--- config.mk ---
export PLATFORM = sky130hd
export DESIGN_NAME = uart_receiver_flat
export DESIGN_NICKNAME = d
export VERILOG_FILES = /design/src/rtl/uart_pkg.sv /design/src/rtl/uart_receiver_if.sv /design/src/rtl/uart_rx_sync.sv /design/src/rtl/uart_receiver.sv /design/src/flat_wrapper.sv
export SDC_FILE = /design/constraint.sdc
export NUM_CORES = 1
export LEC_CHECK = 0
export ABC_AREA = 0
export CAP_MARGIN = 20
export CORE_MARGIN = 2
export CORE_UTILIZATION = 60
export CTS_BUF_LIST = sky130_fd_sc_hd__clkbuf_8 sky130_fd_sc_hd__clkbuf_16
export CTS_CLUSTER_DIAMETER = 30
export DETAILED_ROUTE_END_ITERATION = 10
export PLACE_DENSITY = 0.93
export SYNTH_ARGS = -nofsm -noshare
export SYNTH_HDL_FRONTEND = slang
export SYNTH_SLANG_ARGS = --single-unit
--- constraint.sdc ---
create_clock -name clk -period 4.2 [get_ports clk]
set_clock_uncertainty 0.2 [all_clocks]
set_input_delay 1.26 -clock clk [delete_from_list [all_inputs] [get_ports clk]]
set_output_delay 1.26 -clock clk [all_outputs]
set_load 0.03 [all_outputs]
--- src/rtl/uart_pkg.sv ---
// Shared UART definitions: FSM state encoding, default bit timing and the even-parity helper.
package uart_pkg;

  typedef enum logic [2:0] {
    IDLE,
    START,
    ACTIVE,
    PARITY,
    STOP,
    DONE
  } state_type;

  localparam int OVERSAMPLE_DEFAULT = 16;
  localparam int DATA_BITS_DEFAULT  = 8;

  // Zero-extended callers get the same result, so one width serves every DATA_BITS.
  function automatic logic even_parity(input logic [31:0] data);
    return ^data;
  endfunction

endpackage

--- src/rtl/uart_receiver_if.sv ---
// Receive-side UART signal bundle: line and parity control in, byte and status out.
interface uart_receiver_if #(
  parameter int DATA_BITS = 8
);
  logic                 parity_en;
  logic                 rx_uart;
  logic                 rx_data_valid;
  logic [DATA_BITS-1:0] rx_data;
  logic                 parity_error;
  logic                 framing_error;
  logic                 busy;

  modport master (
    output parity_en, rx_uart,
    input  rx_data_valid, rx_data, parity_error, framing_error, busy
  );

  modport slave (
    input  parity_en, rx_uart,
    output rx_data_valid, rx_data, parity_error, framing_error, busy
  );
endinterface

--- src/rtl/uart_rx_sync.sv ---
// Metastability guard for the asynchronous serial line; flops reset to the idle (high) level.
module uart_rx_sync #(
  parameter int SYNC_STAGES = 2
) (
  input  logic clk,
  input  logic reset_n,
  input  logic rx_async,
  output logic rx_s
);
  logic [SYNC_STAGES-1:0] sync_reg;

  always_ff @(posedge clk or negedge reset_n) begin
    if (!reset_n) begin
      sync_reg <= '1;
    end else begin
      sync_reg <= {sync_reg[SYNC_STAGES-2:0], rx_async};
    end
  end

  assign rx_s = sync_reg[SYNC_STAGES-1];
endmodule

--- src/rtl/uart_receiver.sv ---
// UART receiver: recovers 8N1/8E1 frames at OVERSAMPLE clk ticks per bit.
// Optional macro UART_RX_MAJORITY_VOTE_EN: 3-tap majority vote per bit, one extra clk of latency.
module uart_receiver
  import uart_pkg::*;
#(
  parameter int OVERSAMPLE  = OVERSAMPLE_DEFAULT,
  parameter int DATA_BITS   = DATA_BITS_DEFAULT,
  parameter int SYNC_STAGES = 2
) (
  input  logic           clk,
  input  logic           reset_n,
  uart_receiver_if.slave rx_if
);
  localparam int BIT_CNT_W = (DATA_BITS > 1) ? $clog2(DATA_BITS) : 1;
  localparam int BIT_LAST  = OVERSAMPLE - 1;
`ifdef UART_RX_MAJORITY_VOTE_EN
  localparam int START_LAST = OVERSAMPLE / 2;
`else
  localparam int START_LAST = OVERSAMPLE / 2 - 1;
`endif

  logic                 rx_s;
  logic                 sample;
  state_type            state_reg;
  logic [6:0]           cnt_reg;
  logic [BIT_CNT_W-1:0] bit_cnt_reg;
  logic [DATA_BITS-1:0] shift_reg;
  logic [DATA_BITS-1:0] rx_data_reg;
  logic                 par_en_reg, perr_reg, ferr_reg;
  logic                 valid_reg, parity_error_reg, framing_error_reg, busy_reg;

  uart_rx_sync #(.SYNC_STAGES(SYNC_STAGES)) u_sync (
    .clk      (clk),
    .reset_n  (reset_n),
    .rx_async (rx_if.rx_uart),
    .rx_s     (rx_s)
  );

`ifdef UART_RX_MAJORITY_VOTE_EN
  // Two previous line values; with the current one they straddle the bit centre.
  logic [1:0] vote_reg;

  always_ff @(posedge clk or negedge reset_n) begin
    if (!reset_n) begin
      vote_reg <= '1;
    end else begin
      vote_reg <= {vote_reg[0], rx_s};
    end
  end

  assign sample = (vote_reg[1] & vote_reg[0]) | (vote_reg[1] & rx_s) | (vote_reg[0] & rx_s);
`else
  assign sample = rx_s;
`endif

  always_ff @(posedge clk or negedge reset_n) begin
    if (!reset_n) begin
      state_reg         <= IDLE;
      cnt_reg           <= '0;
      bit_cnt_reg       <= '0;
      shift_reg         <= '0;
      rx_data_reg       <= '0;
      par_en_reg        <= 1'b0;
      perr_reg          <= 1'b0;
      ferr_reg          <= 1'b0;
      valid_reg         <= 1'b0;
      parity_error_reg  <= 1'b0;
      framing_error_reg <= 1'b0;
      busy_reg          <= 1'b0;
    end else begin
      valid_reg         <= 1'b0;
      parity_error_reg  <= 1'b0;
      framing_error_reg <= 1'b0;
      case (state_reg)
        IDLE: begin
          cnt_reg <= '0;
          if (!rx_s) begin
            state_reg   <= START;
            par_en_reg  <= rx_if.parity_en;
            bit_cnt_reg <= '0;
            perr_reg    <= 1'b0;
            ferr_reg    <= 1'b0;
            busy_reg    <= 1'b1;
          end
        end
        START: begin
          if (cnt_reg == 7'(START_LAST)) begin
            cnt_reg <= '0;
            if (sample) begin
              state_reg <= IDLE;
              busy_reg  <= 1'b0;
            end else begin
              state_reg <= ACTIVE;
            end
          end else begin
            cnt_reg <= cnt_reg + 7'd1;
          end
        end
        ACTIVE: begin
          if (cnt_reg == 7'(BIT_LAST)) begin
            cnt_reg     <= '0;
            shift_reg   <= {sample, shift_reg[DATA_BITS-1:1]};
            bit_cnt_reg <= bit_cnt_reg + BIT_CNT_W'(1);
            if (bit_cnt_reg == BIT_CNT_W'(DATA_BITS - 1)) begin
              state_reg <= par_en_reg ? PARITY : STOP;
            end
          end else begin
            cnt_reg <= cnt_reg + 7'd1;
          end
        end
        PARITY: begin
          if (cnt_reg == 7'(BIT_LAST)) begin
            cnt_reg   <= '0;
            perr_reg  <= sample ^ even_parity(32'(shift_reg));
            state_reg <= STOP;
          end else begin
            cnt_reg <= cnt_reg + 7'd1;
          end
        end
        STOP: begin
          if (cnt_reg == 7'(BIT_LAST)) begin
            cnt_reg   <= '0;
            ferr_reg  <= ~sample;
            state_reg <= DONE;
          end else begin
            cnt_reg <= cnt_reg + 7'd1;
          end
        end
        DONE: begin
          rx_data_reg       <= shift_reg;
          valid_reg         <= 1'b1;
          parity_error_reg  <= perr_reg;
          framing_error_reg <= ferr_reg;
          cnt_reg           <= '0;
          state_reg         <= IDLE;
          busy_reg          <= 1'b0;
        end
        default: begin
          cnt_reg   <= '0;
          state_reg <= IDLE;
          busy_reg  <= 1'b0;
        end
      endcase
    end
  end

  assign rx_if.rx_data_valid = valid_reg;
  assign rx_if.rx_data       = rx_data_reg;
  assign rx_if.parity_error  = parity_error_reg;
  assign rx_if.framing_error = framing_error_reg;
  assign rx_if.busy          = busy_reg;
endmodule

--- src/flat_wrapper.sv ---
// flat-port wrapper written by rule: the top's interface ports become plain ports
module uart_receiver_flat import uart_pkg::*;
#(
  parameter int OVERSAMPLE  = OVERSAMPLE_DEFAULT,
  parameter int DATA_BITS   = DATA_BITS_DEFAULT,
  parameter int SYNC_STAGES = 2
)
  (clk, reset_n, rx_if_parity_en, rx_if_rx_uart, rx_if_rx_data_valid, rx_if_rx_data, rx_if_parity_error, rx_if_framing_error, rx_if_busy);
  uart_receiver_if #(.DATA_BITS(DATA_BITS)) rx_if_i ();
  input  logic clk;
  input  logic reset_n;
  input wire logic [$bits(rx_if_i.parity_en)-1:0] rx_if_parity_en;
  input wire logic [$bits(rx_if_i.rx_uart)-1:0] rx_if_rx_uart;
  output wire logic [$bits(rx_if_i.rx_data_valid)-1:0] rx_if_rx_data_valid;
  output wire logic [$bits(rx_if_i.rx_data)-1:0] rx_if_rx_data;
  output wire logic [$bits(rx_if_i.parity_error)-1:0] rx_if_parity_error;
  output wire logic [$bits(rx_if_i.framing_error)-1:0] rx_if_framing_error;
  output wire logic [$bits(rx_if_i.busy)-1:0] rx_if_busy;
  assign rx_if_i.parity_en = rx_if_parity_en;
  assign rx_if_i.rx_uart = rx_if_rx_uart;
  assign rx_if_rx_data_valid = rx_if_i.rx_data_valid;
  assign rx_if_rx_data = rx_if_i.rx_data;
  assign rx_if_parity_error = rx_if_i.parity_error;
  assign rx_if_framing_error = rx_if_i.framing_error;
  assign rx_if_busy = rx_if_i.busy;
  uart_receiver #(.OVERSAMPLE(OVERSAMPLE), .DATA_BITS(DATA_BITS), .SYNC_STAGES(SYNC_STAGES)) u_core (.clk(clk), .reset_n(reset_n), .rx_if(rx_if_i));
endmodule
==> results of run 1 <==
==> cells in the final DEF, fill, tap and decap left out, types with 5 or more instances in the layout <==
| cell type | instances |
|---|---|
| xor2_1 | 5 |
| clkbuf_8 | 6 |
| mux2_2 | 10 |
| a22o_1 | 5 |
| nor2_1 | 12 |
| dfrtp_1 | 36 |
| o21ai_0 | 5 |
| clkdlybuf4s50_1 | 14 |
| xnor2_1 | 6 |
| nand2_1 | 34 |
==> per-stage QoR <==
stage / hold WS, ps / setup WS, ps / power (mW) / utilization
6_report: 161 / 1420 / 0.960 / 0.722
4_1_cts: 161 / 1400 / 0.969 / 0.722
2_1_floorplan: 145 / 2140 / 0.657 / -
5_1_grt: 166 / 1380 / 1.02 / 0.722
3_5_place_dp: 147 / 1720 / 0.716 / 0.689
3_3_place_gp: 146 / 1750 / 0.696 / 0.689
==> cell families after synthesis <==
family          after synthesis  share of synthesized area
simple gates                 70                      0.186
flops                        38                      0.545
compound gates               23                     0.0937
xor+xnor                     12                     0.0680
buf+inv                      10                     0.0215
mux                          10                     0.0644
fa+ha+maj                     3                     0.0215
==> report_power, final <==
group / switching (mW) / internal [mW]
Clock: 0.118 / 0.130
Sequential: 0.0777 / 0.420
Combinational: 0.107 / 0.107
==> worst max-delay path by stage <==
stage | to | slack [ps]
6_report | rx_if_rx_data[4] | 1420
5_1_grt | rx_if_busy | 1380
2_1_floorplan | u_core.shift_reg[0] | 2140
3_3_place_gp | rx_if_busy | 1750
3_5_place_dp | rx_if_rx_data[4] | 1720
4_1_cts | rx_if_rx_data[4] | 1400
==> cells in the mapped netlist <==
cell,instances
or4b_1,1
nand3b_1,1
dfstp_2,2
and2_0,1
a211oi_1,1
o21a_1,1
nor3b_1,2
or2_2,1
clkbuf_1,9
inv_1,1
xnor3_1,1
o221a_2,1
xnor2_1,6
or3_1,3
o211ai_1,1
and3_1,2
nand3_1,2
nor2b_1,4
dfrtp_1,36
and2_1,2
a21o_1,1
nor4_1,1
nand2_1,34
a2bb2oi_1,1
ha_1,3
nand4_1,1
mux2_2,10
a31oi_1,2
o41ai_1,1
a22o_1,5
nor2_1,12
o21ai_0,5
nor3_1,2
a21oi_1,3
nand2b_1,1
xor2_1,5
o2bb2ai_1,1
==> per-layer routing <==
layer / wire length [um] / global-route usage / share of wire
met2: 1590 / 0.360 / 0.52
met5: 0 / 0 / 0
met4: 51 / 0.103 / 0.017
met3: 137 / 0.0826 / 0.044
met1: 1300 / 0.230 / 0.42
==> area by class of cell <==
cell class | instances | share of cell area
clock buffer | 6 | 0.0415
clock inverter | 2 | 0.00440
inverter | 1 | 0.00189
multi-input combinational | 118 | 0.381
sequential | 38 | 0.479
tap | 31 | 0.0195
timing repair buffer | 15 | 0.0729
==> summary.md, run 1 <==
| Metric | Value |
|---|---|
| GRT overflow | 0 |
| FP Rows | 19 |
| Pleak | 0.960 nW |
| Final hold violations | 0 |
| CP endpoint kind | output pin |
| Multi-input gate area | 758 um^2 |
| Critical path origin | u_core.rx_if.rx_data[4] |
| Max Slew Vio Count | 0 |
| Total wire length | 3090 um |
| First-pass GRT wire length | 5240 um |
| Yosys warning total | 0 |
| Number of global-route vias before repair | 1221 |
| Max cap viols | 0 |
| Placer Congestion | 0.816 |
| Startpoint types | flip-flop |
| CTS Sinks | 38 |
| Nets@finish | 186 |
| Crit path largest cell delay | 680 ps |
| Final std cells w/o fill | 211 |
| Via/cell ratio | 5.80 |
| Worst R2R Setup Slack | 1910 ps |
| Worst path cell trace | clkdlybuf4s50_1 |
| Pwr/cell area | 482 nW/um^2 |
| Hold Crit Class | flip-flop to flip-flop |
| GRT Overall Usage | 0.212 |
| DR iter-0 viols | 36 |
| Flops & latches, synth | 38 |
| Worst Path Max Fanout | 2 |
| Mapped cell area | 1750 um^2 |
| Worst-case reg-to-reg path depth | 4 |
| CTS Hold Bufs | 0 |
| Reg clk slew, reported paths | 70 ps |
| DIE HEIGHT | 58.0 um |
| Filler Cell Count | 201 |
| Final HPWL DP | 2120 um |
| Clk root buf | clkbuf_8 |
| Cells after Synth | 166 |
| Hold path cells | 0 |
| CP Depth | 1 |
| Die area | 3360 um^2 |
| Critical Path RT | 2740 ps |
| Post-synthesis cell type count | 37 |
| Pin count of the biggest net entering global routing | 39 |
| Postcts setup bufs | 0 |
| Mean routed wirelength per cell | 14.6 um |
| Post-layout min period | 2780 ps |
| Fin crit share | 0.663 |
| I/O pins | 16 |
| Syn nets | 173 |
| Pin slew with the least headroom to its limit | 815 ps |
| Die Wd | 58.0 um |
| Relative slew slack | 0.457 |
| Antenna viol nets, final | 0 |
| Syn-to-layout area delta | 13.8% |
| Largest delay contributor family on the critical path | buffers and inverters |
| RSZ-0062 raised after global routing | no |
| Post-synth top area share | 0.515 |
| Vias | 1223 |
| H-tree levels | 2 |
| Arrival time worst endpoint | 1320 ps |
| Initial antenna violation count | 0 |
| Max VDD drop | 0.389 mV |
| # placed instances | 203 |
| Max stage delay cell, worst path | clkdlybuf4s50_1 |
| CTS buffer count | 5 |
| Worst hold start | u_core.u_sync.sync_reg[0] |
| Avg Inst Size Synth | 10.5 um^2 |
| Max Clock Freq | 359 MHz |
| Largest cells by area after synthesis | dfrtp_1 52%, nand2_1 7.3%, mux2_2 6.4% |
| Core ar. | 2760 um^2 |
| DRC | 0 |
| # port buffers | 15 |
| DR pass1 iterations | 4 |
| CTS tree | yes |
| Final TNS setup | 0 ps |
| Setup violations, final | 0 |
| Latest clock arrival within the worst-skew pair | 290 ps |
| Post-route cell area | 1990 um^2 |
| Layout cell share with drive strength beyond 1 | 0.122 |
| Status | finished, final reports clean |
| Worst flop-to-flop path startpoint | u_core.cnt_reg[5] |
| Worst path bufs/invs | 1 |
| Starting Density | 0.634 |
| Antenna Diode Count | 0 |
| CTS resizes | 0 |
| WS Path Type | flip-flop to output pin |
| Reg area | 953 um^2 |
| Sequential area share after synthesis | 0.545 |
| Worst R2R End | u_core.shift_reg[0] |
| Placed inst area | 1900 um^2 |
| Clk buf depth | 2 |
| Hold endpoint | u_core.u_sync.sync_reg[1] |
| Largest area contributor in the netlist | dfrtp_1 |
No activity file was read; power rests on OpenSTA's default activity.
==> run 2: changes to the inputs <==
--- a/config.mk
+++ b/config.mk
@@ -8,11 +8,11 @@
 export ABC_AREA = 0
 export CAP_MARGIN = 20
 export CORE_MARGIN = 2
-export CORE_UTILIZATION = 60
+export CORE_UTILIZATION = 50
 export CTS_BUF_LIST = sky130_fd_sc_hd__clkbuf_8 sky130_fd_sc_hd__clkbuf_16
 export CTS_CLUSTER_DIAMETER = 30
 export DETAILED_ROUTE_END_ITERATION = 10
-export PLACE_DENSITY = 0.93
+export PLACE_DENSITY = 0.84
 export SYNTH_ARGS = -nofsm -noshare
 export SYNTH_HDL_FRONTEND = slang
 export SYNTH_SLANG_ARGS = --single-unit
==> constraint.sdc (replaced) <==
create_clock -name clk -period 2.4 [get_ports clk]
set_clock_uncertainty 0.2 [all_clocks]
set_input_delay 0.72 -clock clk [delete_from_list [all_inputs] [get_ports clk]]
set_output_delay 0.72 -clock clk [all_outputs]
set_load 0.03 [all_outputs]
==> run 2 against run 1 <==
  * Non-clock buffer count is 3 higher
  * Sequential power grew 74%
  * Largest power group unchanged
  * Global-route usage is 3.2 points lower
  * Clock-buffer cell count shrank 1
==> summary.md, run 2 (synthesis gave the netlist of run 1 again) <==
| Metric | Value |
|---|---|
| Status | finished, final reports clean |
| CTS Hold Bufs | 0 |
| Placer Congestion | 0.851 |
| # port buffers | 15 |
| Core ar. | 3340 um^2 |
| Nets@finish | 189 |
| Total wire length | 3000 um |
| Max Clock Freq | 444 MHz |
| Max VDD drop | 0.496 mV |
| Pin count of the biggest net entering global routing | 39 |
| Fin worst setup slack | 147 ps |
| Relative slew slack | 0.656 |
| Starting Density | 0.524 |
| Worst Path Max Fanout | 3 |
| Die Wd | 63.1 um |
| Seq pwr share | 0.484 |
| Post-route cell area | 2070 um^2 |
| Net Sw Power | 0.556 mW |
| Antenna Diode Count | 0 |
| H-tree levels | 2 |
| RSZ-0062 raised after global routing | no |
| Die area | 3990 um^2 |
| Critical Path RT | 1480 ps |
| Tightest hold margin | 157 ps |
| Worst path cell trace | clkdlybuf4s50_1 |
| DRC | 0 |
| DR pass1 iterations | 4 |
| Largest delay contributor family on the critical path | buffers and inverters |
| Pwr/cell area | 869 nW/um^2 |
| Mean routed wirelength per cell | 13.1 um |
| Final HPWL DP | 2090 um |
| Latest clock arrival within the worst-skew pair | 290 ps |
| First-pass GRT wire length | 5460 um |
| Placed inst area | 1950 um^2 |
| Setup violations, final | 0 |
| Number of global-route vias before repair | 1191 |
| Final hold violations | 0 |
| Max Slew Vio Count | 0 |
| Postcts setup bufs | 0 |
| Most frequent cells in the layout | 36 x dfrtp_1, 34 x nand2_1, 14 x clkdlybuf4s50_1 |
| Pleak | 0.977 nW |
| Comb pwr share | 0.215 |
| Critical path origin | u_core.rx_if.busy |
| Place WS | 350 ps |
| Vias | 1216 |
| Net Sw Frac | 0.310 |
| Pint | 1.24 mW |
| Syn-to-layout area delta | 18.2% |
| DIE HEIGHT | 63.1 um |
| Worst path bufs/invs | 1 |
| CTS Sinks | 38 |
| CTS tree | yes |
| Via/cell ratio | 5.31 |
| FP Rows | 21 |
| Fin crit share | 0.939 |
| Most common cell after layout, fill and taps aside | dfrtp_1 |
| Clk root buf | clkbuf_8 |
| Arrival time worst endpoint | 1330 ps |
| DR iter-0 viols | 83 |
| Clk buf depth | 2 |
| I/O pins | 16 |
| Final TNS setup | 0 ps |
| Startpoint types | flip-flop |
| GRT Overall Usage | 0.180 |
| Worst hold start | u_core.u_sync.sync_reg[0] |
| WS Path Type | flip-flop to output pin |
| GRT overflow | 0 |
| Pin slew with the least headroom to its limit | 516 ps |
| Antenna viol nets, final | 0 |
| Clock power frac | 0.301 |
| Max stage delay cell, worst path | clkdlybuf4s50_1 |
| CTS resizes | 0 |
| Initial antenna violation count | 0 |
| CTS buffer count | 5 |
| Crit path largest cell delay | 680 ps |
| Layout cell share with drive strength beyond 1 | 0.142 |
| Post-layout min period | 2250 ps |
| Max cap viols | 0 |
| Reg clk slew, reported paths | 70 ps |
| CP endpoint kind | output pin |
| Hold Crit Class | flip-flop to flip-flop |
| Worst flop-to-flop path startpoint | u_core.cnt_reg[6] |
==> run 2: final timing paths <==
| path | endpoint | slack [ps] | cells past startpoint |
|---|---|---|---|
| worst max-delay path | rx_if_busy | 150 | 1 |
| worst min-delay path | u_core.u_sync.sync_reg[1] | 160 | 0 |
| worst max register to register | u_core.state_reg[1] | 340 | 4 |
| worst min register to register | u_core.u_sync.sync_reg[1] | 160 | 0 |
| max in group asynchronous | u_core.u_sync.sync_reg[1] | 1570 | 2 |
| min in group asynchronous | u_core.par_en_reg | 180 | 2 |
==> run 2: per-stage QoR <==
step | total power [mW] | cells | utilization
2_1_floorplan | 1.15 | 166 | -
5_1_grt | 1.93 | 229 | 0.619
6_report | 1.80 | 229 | 0.619
4_1_cts | 1.81 | 229 | 0.619
3_3_place_gp | 1.24 | 221 | 0.585
3_5_place_dp | 1.27 | 221 | 0.585
==> run 2: area by class of cell <==
class / instances / area [um^2]
clock buffer: 5 / 68.8
clock inverter: 3 / 45.0
fill: 279 / 1270
inverter: 1 / 3.75
multi-input combinational: 118 / 758
sequential: 38 / 953
tap: 46 / 57.6
timing repair buffer: 18 / 180
==> run 2: power groups by stage <==
stage / Sequential, mW / Combinational [mW] / Clock, mW
6_report: 0.869 / 0.386 / 0.541
4_1_cts: 0.867 / 0.391 / 0.554
5_1_grt: 0.894 / 0.445 / 0.596
2_1_floorplan: 0.819 / 0.331 / 0
3_5_place_dp: 0.879 / 0.387 / 0
3_3_place_gp: 0.870 / 0.365 / 0
==> run 2: metal layers <==
metal	track usage	wire length, um	vias to the layer above
li1	-	-	601
met1	0.221	1300	581
met2	0.294	1530	32
met3	0.0589	139	2
met4	0.0694	19	0
met5	0	0	-
==> run 3: changes to the inputs <==
--- a/config.mk
+++ b/config.mk
@@ -8,11 +8,12 @@
 export ABC_AREA = 0
 export CAP_MARGIN = 20
 export CORE_MARGIN = 2
-export CORE_UTILIZATION = 50
-export CTS_BUF_LIST = sky130_fd_sc_hd__clkbuf_8 sky130_fd_sc_hd__clkbuf_16
+export CORE_UTILIZATION = 53
+export CTS_BUF_LIST = sky130_fd_sc_hd__clkbuf_8
 export CTS_CLUSTER_DIAMETER = 30
 export DETAILED_ROUTE_END_ITERATION = 10
-export PLACE_DENSITY = 0.84
+export PLACE_DENSITY = 0.87
+export SETUP_SLACK_MARGIN = 0.5
 export SYNTH_ARGS = -nofsm -noshare
 export SYNTH_HDL_FRONTEND = slang
 export SYNTH_SLANG_ARGS = --single-unit
==> run 3 against run 2 <==
  * Worst hold slack improved by 7.9 ps
  * Sequential power increased by 1%
  * Final area increased by 2.1%
  * Total power increased by 9.0%
  * Combinational power increased by 5.7%
  * Core utilization increased by 6.1 points
  * Critical path type is now flip-flop to flip-flop
==> summary.md, run 3 (synthesis gave the netlist of run 1 again) <==
| Metric | Value |
|---|---|
| Max Slew Vio Count | 0 |
| RSZ-0062 raised after global routing | yes |
| Hold endpoint | u_core.u_sync.sync_reg[1] |
| Syn-to-layout area delta | 20.7% |
| CP endpoint kind | flip-flop |
| Startpoint types | flip-flop |
| Final std cells w/o fill | 229 |
| Antenna viol nets, final | 0 |
| Relative slew slack | 0.662 |
| Hold Crit Class | flip-flop to flip-flop |
| Antenna Diode Count | 0 |
| Setup violations, final | 0 |
| Layout cell share with drive strength beyond 1 | 0.270 |
| Final TNS setup | 0 ps |
| Pwr/cell area | 927 nW/um^2 |
| Total wire length | 3130 um |
| Fin worst setup slack | 432 ps |
| Worst Path Max Fanout | 3 |
| Pleak | 1.03 nW |
| Clk buf depth | 2 |
| FP Rows | 20 |
| Worst path bufs/invs | 0 |
| DR iter-0 viols | 42 |
| Max Clock Freq | 508 MHz |
| Seq pwr share | 0.451 |
| Final hold violations | 0 |
| Die area | 3780 um^2 |
| DR pass1 iterations | 4 |
| CTS Sinks | 38 |
| Die Wd | 61.5 um |
| I/O pins | 16 |
| Filler Cell Count | 245 |
| Via/cell ratio | 5.41 |
| Latest clock arrival within the worst-skew pair | 290 ps |
| Largest delay contributor family on the critical path | simple AND/OR/NAND/NOR gates |
| # port buffers | 15 |
| Final HPWL DP | 2070 um |
| Most frequent cells in the layout | 33 x nand2_1, 33 x dfrtp_1, 12 x nor2_1 |
| Placer Congestion | 0.838 |
| Number of global-route vias before repair | 1265 |
| Vias | 1238 |
| Pin count of the biggest net entering global routing | 39 |
| Arrival time worst endpoint | 1990 ps |
| Power, Total | 1.96 mW |
| Net Sw Power | 0.569 mW |
| Placed inst area | 1960 um^2 |
| Hold path cells | 0 |
| Status | finished, final reports clean |
| CTS tree | yes |
| Reg clk slew, reported paths | 70 ps |
| Initial antenna violation count | 0 |
| Critical Path RT | 2420 ps |
| GRT overflow | 0 |
| Worst R2R End | u_core.state_reg[1] |
| CTS buffer count | 5 |
| Fin crit share | 0.820 |
| Net Sw Frac | 0.291 |
| Place WS | 414 ps |
| Worst flop-to-flop path startpoint | u_core.cnt_reg[6] |
| Worst R2R Setup Slack | 430 ps |
| GRT Overall Usage | 0.203 |
| Post-layout min period | 1970 ps |
| Worst path cell trace | or3_1, or3_4, or4b_4, a21oi_2 |
| Comb pwr share | 0.208 |
| Clock power frac | 0.341 |
| First-pass GRT wire length | 5490 um |
| Mean routed wirelength per cell | 13.7 um |
| Worst-case reg-to-reg path depth | 4 |
| Post-route cell area | 2110 um^2 |
| Clk root buf | clkbuf_8 |
| Pin slew with the least headroom to its limit | 503 ps |
| WS Path Type | flip-flop to flip-flop |
| # placed instances | 218 |
| Crit path largest cell delay | 480 ps |
| Pint | 1.39 mW |
| Nets@finish | 191 |
| Max stage delay cell, worst path | or4b_4 |
| DIE HEIGHT | 61.5 um |
| DRC | 0 |
| Worst hold start | u_core.u_sync.sync_reg[0] |
| Max cap viols | 0 |
| Max VDD drop | 0.459 mV |
| H-tree levels | 2 |
| Core ar. | 3100 um^2 |
| Starting Density | 0.564 |
## run 3: worst max-delay path by stage
| stage | from | end | slack [ps] | cells past startpoint |
|---|---|---|---|---|
| 2_1_floorplan | u_core.cnt_reg[6] | u_core.state_reg[1] | 480 | 4 |
| 3_3_place_gp | u_core.cnt_reg[6] | u_core.state_reg[1] | 440 | 4 |
| 3_5_place_dp | u_core.cnt_reg[5] | u_core.state_reg[1] | 410 | 4 |
| 4_1_cts | u_core.cnt_reg[6] | u_core.state_reg[1] | 440 | 4 |
| 5_1_grt | u_core.cnt_reg[6] | u_core.state_reg[1] | 360 | 4 |
| 6_report | u_core.cnt_reg[6] | u_core.state_reg[1] | 430 | 4 |
## run 3: final cells by class
type                    instances  area (um^2)  share of cell area
flip-flops and latches         38          957               0.453
inverters                       1         3.75             0.00178
multi-input cells             118          792               0.375
clock inverters                 2         60.1              0.0285
well taps                      44         55.1              0.0261
repair buffers                 20          160              0.0759
clock buffers                   6         82.6              0.0391
## run 3: metal layers
| layer | GRT usage | wire length, um |
|---|---|---|
| met1 | 0.245 | 1440 |
| met2 | 0.331 | 1530 |
| met3 | 0.0483 | 123 |
| met4 | 0.122 | 34 |
| met5 | 0 | 0 |
## run 3: per-stage QoR
step | hold WS (ps) | util
2_1_floorplan | 145 | -
3_3_place_gp | 146 | 0.630
3_5_place_dp | 148 | 0.630
4_1_cts | 167 | 0.692
5_1_grt | 167 | 0.680
6_report | 165 | 0.680
## run 3: timing repair
action	4_1_cts	5_1_grt
endpoints found under the hold margin	0	0
hold buffers	0	0
gates resized for setup	39	22
buffers inserted	3	0
endpoints found under the setup margin	31	28
## run 3: power by group through the flow
stage / logic [mW] / clock network [mW] / registers (mW)
after floorplan: 0.338 / 0 / 0.819
final: 0.408 / 0.667 / 0.882
after global routing: 0.464 / 0.707 / 0.900
after CTS: 0.401 / 0.681 / 0.873
after detailed placement: 0.389 / 0 / 0.885
after global placement: 0.365 / 0 / 0.874
